$ cat src/rtl/trig_pkg.sv
// ---------------------------------------------------------------------------
// trig_pkg
// Shared constants and types for the trigger path (stretcher and event
// collector). The default widths describe a two-beam system with 32-bit
// ifclk timestamps.
//
// Contents:
//   NBEAMS_DEFAULT        number of beam trigger lines produced by the stretcher
//   TIME_BITS_DEFAULT     width of the free-running event timestamp
//   HOLDOFF_BITS_DEFAULT  width of the per-beam holdoff count
//   OVF_BITS_DEFAULT      width of the dropped-event counter
//   trig_event_t          one event word: beams in the MSBs, timestamp below
// ---------------------------------------------------------------------------
package trig_pkg;

  localparam int NBEAMS_DEFAULT       = 2;
  localparam int TIME_BITS_DEFAULT    = 32;
  localparam int HOLDOFF_BITS_DEFAULT = 8;
  localparam int OVF_BITS_DEFAULT     = 16;

  // Layout of an event as it leaves the collector. Beams that fired in the
  // same cycle share a single event, so beams is a mask rather than an index.
  typedef struct packed {
    logic [NBEAMS_DEFAULT-1:0]    beams;
    logic [TIME_BITS_DEFAULT-1:0] timestamp;
  } trig_event_t;

  localparam int EVENT_BITS_DEFAULT = $bits(trig_event_t);

endpackage

$ cat src/rtl/trig_event_collector_if.sv
// ---------------------------------------------------------------------------
// trig_event_collector_if
// Stream-style valid/ready channel carrying trigger events.
//
// Signals:
//   tdata   {beams[NBEAMS-1:0], timestamp[TIME_BITS-1:0]}, beams in MSBs
//   tvalid  event present on tdata
//   tready  consumer accepts the event this cycle
//
// Modports:
//   master  event producer (the collector)
//   slave   event consumer
// ---------------------------------------------------------------------------
interface trig_event_collector_if
  import trig_pkg::*;
#(
  parameter int NBEAMS    = NBEAMS_DEFAULT,
  parameter int TIME_BITS = TIME_BITS_DEFAULT
);

  logic [NBEAMS+TIME_BITS-1:0] tdata;
  logic                        tvalid;
  logic                        tready;

  modport master (
    output tdata,
    output tvalid,
    input  tready
  );

  modport slave (
    input  tdata,
    input  tvalid,
    output tready
  );

endinterface

$ cat src/rtl/trig_evt_buf.sv
// ---------------------------------------------------------------------------
// trig_evt_buf
// Generic 2-entry FIFO whose head entry is held in registers, so the output
// side (dout/valid) has no combinational path from the push side.
//
// Ports:
//   clk    clock
//   rst    synchronous active-high reset, empties the buffer
//   push   offer din this cycle
//   din    word to store
//   drop   strobe: push offered while full with no pop, word discarded
//   dout   head entry
//   valid  head entry is occupied
//   ready  consumer takes the head entry when valid
// ---------------------------------------------------------------------------
module trig_evt_buf #(
  parameter int WIDTH = 34
) (
  input  logic             clk,
  input  logic             rst,
  input  logic             push,
  input  logic [WIDTH-1:0] din,
  output logic             drop,
  output logic [WIDTH-1:0] dout,
  output logic             valid,
  input  logic             ready
);

  logic [WIDTH-1:0] data0_q, data1_q;
  logic [WIDTH-1:0] data0_n, data1_n;
  logic             valid0_q, valid1_q;
  logic             valid0_n, valid1_n;
  logic             pop;
  logic             push_ok;

  // Entry 1 can only be occupied behind entry 0, so valid1_q alone means full.
  // A pop in the same cycle frees a slot, which lets a push into a full
  // buffer still succeed.
  assign pop     = valid0_q & ready;
  assign push_ok = push & (~valid1_q | pop);
  assign drop    = push & valid1_q & ~pop;

  // Shift first for a pop, then place an accepted word in the first free
  // slot; this keeps arrival order without any pointer logic.
  always_comb begin
    data0_n  = data0_q;
    data1_n  = data1_q;
    valid0_n = valid0_q;
    valid1_n = valid1_q;
    if (pop) begin
      data0_n  = data1_q;
      valid0_n = valid1_q;
      valid1_n = 1'b0;
    end
    if (push_ok) begin
      if (!valid0_n) begin
        data0_n  = din;
        valid0_n = 1'b1;
      end else begin
        data1_n  = din;
        valid1_n = 1'b1;
      end
    end
  end

  always_ff @(posedge clk) begin
    if (rst) begin
      data0_q  <= '0;
      data1_q  <= '0;
      valid0_q <= 1'b0;
      valid1_q <= 1'b0;
    end else begin
      data0_q  <= data0_n;
      data1_q  <= data1_n;
      valid0_q <= valid0_n;
      valid1_q <= valid1_n;
    end
  end

  assign dout  = data0_q;
  assign valid = valid0_q;

endmodule

$ cat src/rtl/trig_event_collector.sv
// ---------------------------------------------------------------------------
// trig_event_collector
// Turns per-beam stretched trigger levels (ifclk domain) into discrete,
// timestamped events. Each beam has an enable mask and a programmable
// holdoff; accepted beams in the same cycle share one event. Events leave
// through a 2-entry buffer, and events that arrive while the buffer is full
// and stalled are counted as dropped.
//
// Ports:
//   ifclk        sole clock
//   ifclk_rst    synchronous active-high reset
//   trig_i       stretched trigger levels
//   mask_i       1 = beam disabled
//   holdoff_i    cycles a beam stays blind after an accept
//   m            event stream (master): tdata = {beams, timestamp}
//   ovf_count_o  dropped events, saturating
//   ovf_clr_i    synchronous clear of ovf_count_o (wins over a drop)
// ---------------------------------------------------------------------------
module trig_event_collector
  import trig_pkg::*;
#(
  parameter int NBEAMS       = NBEAMS_DEFAULT,
  parameter int HOLDOFF_BITS = HOLDOFF_BITS_DEFAULT,
  parameter int TIME_BITS    = TIME_BITS_DEFAULT,
  parameter int OVF_BITS     = OVF_BITS_DEFAULT
) (
  input  logic                    ifclk,
  input  logic                    ifclk_rst,
  input  logic [NBEAMS-1:0]       trig_i,
  input  logic [NBEAMS-1:0]       mask_i,
  input  logic [HOLDOFF_BITS-1:0] holdoff_i,
  trig_event_collector_if.master  m,
  output logic [OVF_BITS-1:0]     ovf_count_o,
  input  logic                    ovf_clr_i
);

  localparam int EVT_BITS = NBEAMS + TIME_BITS;

  logic [TIME_BITS-1:0]    ts_cnt;
  logic [TIME_BITS-1:0]    ts_q;
  logic [NBEAMS-1:0]       trig_q;
  logic [HOLDOFF_BITS-1:0] hold_cnt [NBEAMS];
  logic [NBEAMS-1:0]       acc;
  logic                    evt_valid_q;
  logic [EVT_BITS-1:0]     evt_q;
  logic                    buf_drop;
  logic [EVT_BITS-1:0]     buf_dout;
  logic                    buf_valid;
  logic [OVF_BITS-1:0]     ovf_cnt_q;

  // Free-running timestamp; wraps naturally from all-ones to zero.
  always_ff @(posedge ifclk) begin
    if (ifclk_rst) begin
      ts_cnt <= '0;
    end else begin
      ts_cnt <= ts_cnt + TIME_BITS'(1);
    end
  end

  // Input stage: the trigger levels and the timestamp of the same edge are
  // captured together, so the event carries the time the level was seen.
  always_ff @(posedge ifclk) begin
    if (ifclk_rst) begin
      trig_q <= '0;
      ts_q   <= '0;
    end else begin
      trig_q <= trig_i;
      ts_q   <= ts_cnt;
    end
  end

  // A beam is accepted only when enabled and out of holdoff.
  always_comb begin
    acc = '0;
    for (int b = 0; b < NBEAMS; b++) begin
      acc[b] = trig_q[b] & ~mask_i[b] & (hold_cnt[b] == '0);
    end
  end

  // Holdoff reload on accept (so the next accept is holdoff_i+1 cycles
  // later), otherwise count down to zero. Masked beams never accept, so
  // they only ever count down. A dropped event still reloads here.
  always_ff @(posedge ifclk) begin
    if (ifclk_rst) begin
      for (int b = 0; b < NBEAMS; b++) begin
        hold_cnt[b] <= '0;
      end
    end else begin
      for (int b = 0; b < NBEAMS; b++) begin
        if (acc[b]) begin
          hold_cnt[b] <= holdoff_i;
        end else if (hold_cnt[b] != '0) begin
          hold_cnt[b] <= hold_cnt[b] - HOLDOFF_BITS'(1);
        end
      end
    end
  end

  // Event register between the accept logic and the buffer; keeps the
  // buffer push fully registered and sets the two-edge trigger-to-valid
  // latency.
  always_ff @(posedge ifclk) begin
    if (ifclk_rst) begin
      evt_valid_q <= 1'b0;
      evt_q       <= '0;
    end else begin
      evt_valid_q <= |acc;
      evt_q       <= {acc, ts_q};
    end
  end

  trig_evt_buf #(
    .WIDTH(EVT_BITS)
  ) u_buf (
    .clk  (ifclk),
    .rst  (ifclk_rst),
    .push (evt_valid_q),
    .din  (evt_q),
    .drop (buf_drop),
    .dout (buf_dout),
    .valid(buf_valid),
    .ready(m.tready)
  );

  assign m.tdata  = buf_dout;
  assign m.tvalid = buf_valid;

  // Dropped-event counter: saturates at all-ones; a clear in the same cycle
  // as a drop leaves it at zero.
  always_ff @(posedge ifclk) begin
    if (ifclk_rst) begin
      ovf_cnt_q <= '0;
    end else if (ovf_clr_i) begin
      ovf_cnt_q <= '0;
    end else if (buf_drop && (ovf_cnt_q != '1)) begin
      ovf_cnt_q <= ovf_cnt_q + OVF_BITS'(1);
    end
  end

  assign ovf_count_o = ovf_cnt_q;

endmodule

$ cat src/flat_wrapper.sv
// flat-port wrapper written by rule: the top's interface ports become plain ports
module trig_event_collector_flat import trig_pkg::*;
#(
  parameter int NBEAMS       = NBEAMS_DEFAULT,
  parameter int HOLDOFF_BITS = HOLDOFF_BITS_DEFAULT,
  parameter int TIME_BITS    = TIME_BITS_DEFAULT,
  parameter int OVF_BITS     = OVF_BITS_DEFAULT
)
  (ifclk, ifclk_rst, trig_i, mask_i, holdoff_i, ovf_count_o, ovf_clr_i, m_tdata, m_tvalid, m_tready);
  trig_event_collector_if #(.NBEAMS(NBEAMS), .TIME_BITS(TIME_BITS)) m_i ();
  input  logic ifclk;
  input  logic ifclk_rst;
  input  logic [NBEAMS-1:0] trig_i;
  input  logic [NBEAMS-1:0] mask_i;
  input  logic [HOLDOFF_BITS-1:0] holdoff_i;
  output logic [OVF_BITS-1:0] ovf_count_o;
  input  logic ovf_clr_i;
  output wire logic [$bits(m_i.tdata)-1:0] m_tdata;
  output wire logic [$bits(m_i.tvalid)-1:0] m_tvalid;
  input wire logic [$bits(m_i.tready)-1:0] m_tready;
  assign m_tdata = m_i.tdata;
  assign m_tvalid = m_i.tvalid;
  assign m_i.tready = m_tready;
  trig_event_collector #(.NBEAMS(NBEAMS), .HOLDOFF_BITS(HOLDOFF_BITS), .TIME_BITS(TIME_BITS), .OVF_BITS(OVF_BITS)) u_core (.ifclk(ifclk), .ifclk_rst(ifclk_rst), .trig_i(trig_i), .mask_i(mask_i), .holdoff_i(holdoff_i), .m(m_i), .ovf_count_o(ovf_count_o), .ovf_clr_i(ovf_clr_i));
endmodule
$ cat config.mk
export PLATFORM = sky130hd
export DESIGN_NAME = trig_event_collector_flat
export DESIGN_NICKNAME = d
export VERILOG_FILES = /design/src/rtl/trig_pkg.sv /design/src/rtl/trig_event_collector_if.sv /design/src/rtl/trig_evt_buf.sv /design/src/rtl/trig_event_collector.sv /design/src/flat_wrapper.sv
export SDC_FILE = /design/constraint.sdc
export NUM_CORES = 1
export LEC_CHECK = 0
export CORE_MARGIN = 8
export CORE_UTILIZATION = 55
export CTS_CLUSTER_SIZE = 24
export DETAILED_ROUTE_END_ITERATION = 10
export HOLD_SLACK_MARGIN = 0.12
export PLACE_DENSITY = 0.86
export SYNTH_ARGS = -nofsm -noshare
export SYNTH_HDL_FRONTEND = slang
export SYNTH_HIERARCHICAL = 1
export SYNTH_SLANG_ARGS = --single-unit
$ cat constraint.sdc
create_clock -name ifclk -period 2.9 [get_ports ifclk]
set_input_delay 0.725 -clock ifclk [delete_from_list [all_inputs] [get_ports ifclk]]
set_output_delay 0.725 -clock ifclk [all_outputs]
set_load 0.03 [all_outputs]
==> impl_results.md <==
* Status: complete, no violations
* Final setup vio count at 0
* Global-route usage over all layers at 17.0%
* Synth Register Bits at 203
* TritonCTS clock tree: yes
* Cell Pwr Density at 646 nW/um2
* Flop pwr share at 48.4%
* Vias at 6243
* Synth area leaders: dfxtp_1, edfxtp_1, nand2b_1
* CTS Buffer Depth at 3
* Clock power share at 38.3%
* DRT antenna net count at 0
* TritonCTS Buffers at 20
* CP arrival at 2770 ps
* Share of cells above drive strength 1 at 11.6%
* Number of synthesized flops with an enable pin at 16
* Total routed wirelength at 17500 um
* Total Neg Setup Slack at 0 ps
* Post-route DRC at 0
* Synthesis-to-layout area growth at 16.2%
* Peak supply drop at 0.416 mV
* Syn_area_per_cell at 9.94 um2
* Largest net degree at the start of global routing at 176
* Clock latency on the worst-skew pair at 480 ps
* Initial Utilization at 56.5%
* Crit path cell chain: inv_1 -> ha_1 -> nor3b_1 -> buf_4 -> a21oi_1 -> nor2_1 -> a211oi_1
* CP Capture Type: flip-flop
* Vias per cell at 5.51
* CP max stage cell: a21oi_1
* Yosys warnings at 6
* Combinational power share at 13.3%
* Initial antenna violation count at 0
* Slew Limit Headroom at 24.2%
* Die height at 141 um
* Commonest cells after routing, fill and taps aside: dfxtp_1, nand2b_1, clkdlybuf4s50_1, nor2b_1, nand2_1
* Ys async rst share at 0%
* Critical path peak fanout at 15
* Max Clk Rate at 0.404 GHz
* Final worst path period share at 85.3%
* WL/cell at 15.4 um
* Setup CP Type: reg -> reg
* Die ar. at 19900 um2
* Max-slew violations at 0
* GP Congestion at 0.819
* Switch share at 25.3%
* Commonest non-fill, non-tap cell in the layout: dfxtp_1
* Internal power at 4.84 mW
* Synth Flop Type: dfxtp_1
* Max Clock Skew at 12.2 ps
* # clock sinks at 203
* GRT overflow at 0
* Std cell rows at 45
* Pwr Total at 6.47 mW
* H-tree Lvls at 1
* IO Port Bufs at 66
* Post-synth top area share at 43.4%
* Min Tclk post-route at 2470 ps
* Post-CTS Resized at 0
* 1st-pass router iterations at 6
* Required time of the critical path at 3190 ps
* Die W at 141 um
* Leak pwr at 3.26 nW
* CP startpoint kind: flip-flop
* First-pass GRT wire length at 28800 um
* Sequential area share after synthesis at 49.0%
* Fill count at 1124
* Mapped cell area at 8620 um2
* HPWL Detailed at 11100 um
* Diodes inserted at 0
* Max incr delay on CP at 860 ps
* Synth unique cells at 57
* Setup repair after global routing missed its margin: no
* WP buf/inv at 2
* Syn nets at 887
* Core area at 15300 um2
* Slew @ Worst Pin at 1140 ps
* # Max-Cap Violations at 0
* Top cell type by total area after synthesis: dfxtp_1
* Iter 0 DRT Violations at 471
* I/O pin cnt at 67
* Crit-path leading delay family: compound AO/OA/AOI/OAI gates
* CTS Hold Buffers Added at 0
* Postcts setup bufs at 0
* Min-delay worst type: reg -> reg
* Vias in the first global route at 5926
* Psw at 1.63 mW
* Layout Nets at 931
* Final hold violations at 0
* Root Buffer Master: clkbuf_16
* Gate Count Post-Synth at 867
* Clock-pin slew on the worst setup and hold paths at 60 ps
## synthesized netlist by cell type, drive strengths merged, types with 6 or more instances
master  count
dfxtp     187
nand2b     74
nor2b      66
nand2      65
nor2       49
inv        45
mux2i      36
a221oi     34
a22oi      33
clkbuf     32
buf        24
a21oi      19
nor3       19
edfxtp     16
nand3      16
mux2       14
nand4      14
xnor2      12
and3       11
nor4       11
a211oi      9
xor2        9
o22ai       8
or4         8
and4        7
o31ai       7
o21ai       6
or3         6
## registers in the layout, indices dropped and copies added (netlist names)
name	cells
u_core/evt_valid_q	1
u_core/u_buf/dout	34
u_core/ovf_count_o	16
u_core/u_buf/data1_q	34
u_core/hold_cnt	16
u_core/u_buf/valid1_q	1
u_core/ts_q	32
u_core/evt_q	34
u_core/ts_cnt	32
u_core/trig_q	2
u_core/u_buf/valid	1
## logic make-up (layout without fill, tap and decap cells)
logic type	Yosys count	after routing	share of synthesized area (%)
xor gates and xnor gates	21	21	2.13
buffers and inverters	101	157	5.53
DFF	203	203	49.0
AOI/OAI and AO/OA	128	128	13.5
and+or+nand+nor	360	360	23.2
adders and majority gates	4	4	0.581
muxes	50	50	6.01
## path summary, 6_finish.rpt
check                        start                     to  slack [ps]  depth (start not counted)
max reg2reg  u_core/hold_cnt[0][0]  u_core/hold_cnt[0][1]         430                          7
min                 u_core/ts_q[4]        u_core/evt_q[4]         430                          1
min reg2reg         u_core/ts_q[4]        u_core/evt_q[4]         430                          1
max          u_core/hold_cnt[0][0]  u_core/hold_cnt[0][1]         430                          7
## power groups by stage
stage	Sequential, mW	Combinational, mW	Clock [mW]
final	3.13	0.860	2.48
after global placement	3.18	0.834	0
after global routing	3.16	0.931	2.64
after detailed placement	3.19	0.848	0
after floorplan	3.21	0.624	0
after CTS	3.13	0.860	2.53
## metal layers
metal,global-route usage (%),wire [um],vias to the layer above
met5,0,0,-
met2,29.5,8370,138
li1,-,-,3119
met1,21.9,8120,2962
met4,4.30,238,0
met3,2.26,784,24
## per-stage QoR
stage	hold slack (ps)	utilization [%]	cell area [um2]	std cells	setup WS [ps]
after floorplan	414	-	8620	867	332
after global placement	419	61.4	9370	1100	288
after detailed placement	423	61.4	9370	1100	285
after CTS	436	65.6	10000	1134	416
after global routing	447	65.6	10000	1134	246
final	431	65.6	10000	1134	425
## area by class of cell
cell class                      instances  area (um2)  area share (%)
Sequential cell                       203        4220            42.2
Clock buffer                           28         602            6.01
Multi-Input combinational cell        563        3920            39.2
Clock inverter                          6        42.5           0.425
Tap cell                              211         264            2.64
Inverter                               45         169            1.69
Timing Repair Buffer                   78         790            7.88
No activity file was read; power rests on OpenSTA's default activity.
